`config.mk`:
```
export PLATFORM = sky130hd
export DESIGN_NAME = semaforo_peatonal
export DESIGN_NICKNAME = d
export VERILOG_FILES = /design/src/rtl/semaforo_pkg.sv /design/src/rtl/sync_edge.sv /design/src/rtl/semaforo_peatonal.sv
export SDC_FILE = /design/constraint.sdc
export NUM_CORES = 1
export LEC_CHECK = 0
export ABC_AREA = 1
export CORE_MARGIN = 3
export CORE_UTILIZATION = 55
export CTS_CLUSTER_SIZE = 24
export DETAILED_ROUTE_END_ITERATION = 10
export GPL_ROUTABILITY_DRIVEN = 0
export PLACE_DENSITY = 0.74
export SETUP_SLACK_MARGIN = 0.02
export SYNTH_ARGS = -nofsm -noshare
export SYNTH_HDL_FRONTEND = slang
export SYNTH_HIERARCHICAL = 1
export SYNTH_SLANG_ARGS = --single-unit
```
`constraint.sdc`:
```
create_clock -name clk -period 3.85 [get_ports clk]
set_clock_uncertainty 0.2 [all_clocks]
set_input_delay 0.9625 -clock clk [delete_from_list [all_inputs] [get_ports clk]]
set_output_delay 0.9625 -clock clk [all_outputs]
set_load 0.02 [all_outputs]
```
`src/rtl/semaforo_pkg.sv`:
```
// Definitions shared by the vehicle and pedestrian crossing controllers:
// pedestrian state encoding, default crossing timings and steady lamp decode.
package semaforo_pkg;

   typedef enum logic [2:0] {
      ST_IDLE     = 3'd0,
      ST_WAIT_RED = 3'd1,
      ST_WALK     = 3'd2,
      ST_FLASH    = 3'd3,
      ST_CLEAR    = 3'd4,
      ST_GAP      = 3'd5
   } ped_state_t;

   // Both ends of the crossing handshake size their phases from these.
   localparam int DEF_T_WALK     = 500;
   localparam int DEF_T_FLASH    = 250;
   localparam int DEF_FLASH_HALF = 25;
   localparam int DEF_T_CLEAR    = 100;
   localparam int DEF_T_GAP      = 100;
   localparam int DEF_CW         = 16;

   typedef struct packed {
      logic cross_req;
      logic walk;
      logic dont_walk;
   } lamps_t;

   // Lamp levels that hold for a whole state; FLASH blinking is layered on top.
   function automatic lamps_t steady_lamps(ped_state_t s);
      lamps_t l;
      l.cross_req = (s == ST_WAIT_RED) || (s == ST_WALK) ||
                    (s == ST_FLASH)    || (s == ST_CLEAR);
      l.walk      = (s == ST_WALK);
      l.dont_walk = (s != ST_WALK);
      return l;
   endfunction

endpackage

```
`src/rtl/sync_edge.sv`:
```
// Two-flop synchronizer followed by a rising-edge detector for an
// asynchronous, active-high input; rise is high for one clk cycle.
module sync_edge (
   input  logic clk,
   input  logic rst,
   input  logic din,
   output logic rise
);

   logic meta;
   logic sync;
   logic sync_d;

   // NOTE: non-blocking assignments make each stage capture the previous
   // stage's old value; blocking ones would collapse the chain into one flop.
   always_ff @(posedge clk or posedge rst) begin
      if (rst) begin
         meta   <= 1'b0;
         sync   <= 1'b0;
         sync_d <= 1'b0;
      end else begin
         meta   <= din;
         sync   <= meta;
         sync_d <= sync;
      end
   end

   assign rise = sync & ~sync_d;

endmodule

```
`src/rtl/semaforo_peatonal.sv`:
```
// Pedestrian side of the crossing: latches button presses, requests the
// crossing from the vehicle FSM and runs WALK / flashing / clearance / gap.
module semaforo_peatonal
   import semaforo_pkg::*;
#(
   parameter int T_WALK     = DEF_T_WALK,
   parameter int T_FLASH    = DEF_T_FLASH,
   parameter int FLASH_HALF = DEF_FLASH_HALF,
   parameter int T_CLEAR    = DEF_T_CLEAR,
   parameter int T_GAP      = DEF_T_GAP,
   parameter int CW         = DEF_CW
) (
   input  logic       clk,
   input  logic       rst,
   input  logic       btn,
   input  logic       veh_red,
   output logic       cross_req,
   output logic       walk,
   output logic       dont_walk,
   output logic       pending,
   output logic       err,
   output logic [2:0] state_o
);

   ped_state_t    state;
   ped_state_t    state_nx;
   logic [CW-1:0] timer;
   logic [CW-1:0] timer_nx;
   logic [CW-1:0] flash_cnt;
   logic [CW-1:0] flash_cnt_nx;
   logic          btn_rise;
   logic          entry;
   logic          timer_zero;
   logic          violation;
   logic          pending_nx;
   logic          err_nx;
   logic          dont_walk_nx;
   lamps_t        lamps_nx;

   sync_edge u_btn_sync (
      .clk  (clk),
      .rst  (rst),
      .din  (btn),
      .rise (btn_rise)
   );

   function automatic logic [CW-1:0] load_for(ped_state_t s);
      case (s)
         ST_WALK:  load_for = CW'(T_WALK - 1);
         ST_FLASH: load_for = CW'(T_FLASH - 1);
         ST_CLEAR: load_for = CW'(T_CLEAR - 1);
         ST_GAP:   load_for = CW'(T_GAP - 1);
         default:  load_for = '0;
      endcase
   endfunction

   assign timer_zero = (timer == '0);
   assign entry      = (state_nx != state);

   // NOTE: every output of a combinational block gets a default first, so no
   // path through the case leaves it unassigned and no latch is inferred.
   always_comb begin
      state_nx  = state;
      violation = 1'b0;
      case (state)
         ST_IDLE: begin
            if (btn_rise || pending) state_nx = ST_WAIT_RED;
         end
         ST_WAIT_RED: begin
            if (veh_red) state_nx = ST_WALK;
         end
         ST_WALK: begin
            if (!veh_red) begin
               violation = 1'b1;
               state_nx  = ST_CLEAR;
            end else if (timer_zero) begin
               state_nx = ST_FLASH;
            end
         end
         ST_FLASH: begin
            if (!veh_red || timer_zero) state_nx = ST_CLEAR;
            violation = !veh_red;
         end
         ST_CLEAR: begin
            violation = !veh_red;
            if (timer_zero) state_nx = ST_GAP;
         end
         ST_GAP: begin
            // A press landing on the exit cycle still counts.
            if (timer_zero) state_nx = (pending || btn_rise) ? ST_WAIT_RED : ST_IDLE;
         end
         default: state_nx = ST_IDLE;
      endcase
   end

   always_comb begin
      timer_nx = timer;
      if (entry) begin
         timer_nx = load_for(state_nx);
      end else if (!timer_zero) begin
         timer_nx = timer - 1'b1;
      end
   end

   always_comb begin
      lamps_nx     = steady_lamps(state_nx);
      dont_walk_nx = lamps_nx.dont_walk;
      flash_cnt_nx = '0;
      if (state_nx == ST_FLASH) begin
         if (entry || flash_cnt == '0) begin
            flash_cnt_nx = CW'(FLASH_HALF - 1);
         end else begin
            flash_cnt_nx = flash_cnt - 1'b1;
         end
         // Flash opens lit and toggles each time a half-period runs out.
         if (!entry) begin
            dont_walk_nx = (flash_cnt == '0) ? ~dont_walk : dont_walk;
         end
      end
   end

   always_comb begin
      pending_nx = pending;
      if (entry && state_nx == ST_WALK) begin
         pending_nx = 1'b0;
      end else if (btn_rise && state != ST_WALK && state != ST_FLASH) begin
         pending_nx = 1'b1;
      end
      err_nx = err | violation;
   end

   always_ff @(posedge clk or posedge rst) begin
      if (rst) begin
         state     <= ST_IDLE;
         timer     <= '0;
         flash_cnt <= '0;
         pending   <= 1'b0;
         err       <= 1'b0;
         cross_req <= 1'b0;
         walk      <= 1'b0;
         dont_walk <= 1'b1;
      end else begin
         state     <= state_nx;
         timer     <= timer_nx;
         flash_cnt <= flash_cnt_nx;
         pending   <= pending_nx;
         err       <= err_nx;
         cross_req <= lamps_nx.cross_req;
         walk      <= lamps_nx.walk;
         dont_walk <= dont_walk_nx;
      end
   end

   assign state_o = state;

endmodule

```
==> metrics.cfg <==
[timing]
hold-worst-slack_ns=0.164
setup_ws_ns=1.11
hold_violations=0
slew_violations=0
period_share=0.712
setup_viol=0
timing.setup.tns_ns=0
relSlewSlack=0.669
tightestPinTransition_ns=0.496
rsz0062_at_grt=no
fin_crit_ns=2.74
fmax_ghz=0.365

[die]
num_rows=23
io_pins=12
fp.coreArea_sq_um=4060
die_x_um=71.4
dieArea_sq_um=5100
dieHeight_um=71.4
initial_core_util=0.580

[logic_synthesis]
synth.most_common_cell=nor2_1
synth_area_leaders=dfrtp_1 (45%), nor2_1 (10%), xor2_1 (6.3%)
ys_seq_elements=43
netlist.area_leader.share=0.446
async_reset_ff_frac=1.00
yosys-top-cells-count=nor2_1 (64), dfrtp_1 (42), nand2_1 (34), inv_1 (28), xor2_1 (17)
yosysWarnings=6
syn-instance-count=281
synth_nets=288
yosysTopAreaCell=dfrtp_1
yosys_most_used_dff=dfrtp_1
synth_edf_count=0
yosysSeqAreaShare=0.457
avgSynthCellArea_sq_um=8.38
mappedNetlistArea_sq_um=2350
synth_cell_types=31

[placement]
place_ws_ns=0.820
hpwl_mm=3.25
io_buffers=11

[global_routing]
grt_pass1_vias=1799
grt_start_max_net_pins=41
overflow=0
grt_pass1_wl_mm=7.94
grtUsageTotal=0.195
antenna_found_initial=0

[clock_tree]
clk_pin_slew_ns=0.08
cts_max_level=2
cts_tree=done
cts_root_buf=clkbuf_8
post_cts_buffers=0
insertion_delay_ns=0.29
clkSinkCount=43
clockBufferDepth=2
cts-resized-gates=0
cts_made_buffers=5
cts-hold-fix-buffers=0

[setup_path]
startpoint_type=input pin
crit_path_end_kind=register
crit_required_ns=3.82
r2r_cells=13
slowest_stage=clkdlybuf4s50_1
r2r_end=timer[5]
worstPathArrival_ns=2.71
r2r-start=timer[0]
r2r_slack_ns=1.15
path_max_fanout=15
crit_type=input pin to register
slowest_delay_ns=0.61
path_cells=clkdlybuf4s50_1 > inv_1 > nor2_1 > o21ai_2 > nand3_2 > nand2_2 > nand2_4 > nand2_4 > nor2_1 > a21oi_1

[layout]
drive_above_1_share=0.121
fin_util=0.647
final_nets=304
syn_to_final_growth_pct=11.4
n_antenna_cell=0

[detailed_routing]
drtIter0Drc=58
vias=1804
via_per_inst=5.18
wire_per_inst_um=12.7
wirelength_mm=4.42
drtPass1Iterations=4
drcViolationCount=0
drtAntennaViolNets=0

[power]
peakVddDrop_mv=0.284
p_total_mw=0.821
leakagePower_nw=1.38
power_density_nw_per_um2=313

[worst_hold_path]
hp-class=register to register
hold_path_end=u_btn_sync/sync
worstHoldPathCells=0
min_from=u_btn_sync/meta

[outcome]
status=complete, no violations

[flow_run]
max_cap_violations=0

cell families (layout without fill, tap and decap cells):
group                    after synthesis  in the layout  synth area share
XOR/XNOR                              26             26            0.0967
buffers and inverters                 33             50            0.0595
AO/OA/AOI/OAI                         20             20            0.0468
adder cells (fa/ha/maj)                3              3            0.0159
flip-flops                            43             43             0.457
AND/OR/NAND/NOR                      156            156             0.324
critical path, delay by kind of cell:
kind | cells | cell delay (ns)
AND/OR/NAND/NOR | 6 | 0.88
buffers and inverters | 2 | 0.70
AO/OA/AOI/OAI | 2 | 0.17
metrics by stage:
stage	instances	area, sq um
2_1_floorplan	281	2350
3_3_place_gp	340	2510
3_5_place_dp	340	2510
4_1_cts	348	2620
5_1_grt	348	2620
6_report	348	2620
per-layer routing:
metal,GRT usage,wire (um)
met1,0.261,2130
met2,0.320,2100
met4,0.0564,59
met3,0.0407,132
met5,0,0
worst max path at each step:
| stage | from | end | depth (start not counted) |
|---|---|---|---|
| finish | veh_red | timer[5] | 10 |
| global route | timer[0] | timer[6] | 13 |
| CTS | veh_red | timer[5] | 10 |
| detailed placement | veh_red | timer[0] | 12 |
| global placement | veh_red | timer[0] | 10 |
| floorplan | veh_red | timer[1] | 11 |
area by class of cell:
| type | instances | area [sq um] |
|---|---|---|
| clock buffers | 5 | 68.8 |
| clock inverters | 3 | 46.3 |
| fillers | 359 | 1430 |
| inverters | 30 | 114 |
| multi-input cells | 205 | 1140 |
| flip-flops and latches | 43 | 1080 |
| well taps | 50 | 62.6 |
| repair buffers | 12 | 118 |
power breakdown:
group          switching, mW  total (mW)  internal (mW)
Combinational         0.0109      0.0151        0.00421
Clock                  0.157       0.352          0.195
Sequential          0.000603       0.453          0.453
Total                  0.169       0.821          0.652
sequential cells by signal, summed over array words and instances (netlist names):
signal,count
pending,1
u_btn_sync/sync,1
u_btn_sync/meta,1
flash_cnt,16
timer,16
cross_req,1
dont_walk,1
err,1
u_btn_sync/sync_d,1
walk,1
state_o,3
placed cells by master (no fill, tap or decap), drive strengths merged:
cell type / count
nor3b: 1
o21ai: 8
clkbuf: 5
nand4: 7
nand3: 18
a21oi: 11
xnor2: 9
nor2: 71
nor4: 5
ha: 3
nand2: 43
inv: 30
dfrtp: 42
o21bai: 1
buf: 1
nor3: 10
dfstp: 1
clkdlybuf4s50: 11
bufinv: 1
xor2: 17
clkinv: 1
nand3b: 1
clkinvlp: 1
Note: power is estimated with default switching activity, not from simulation.
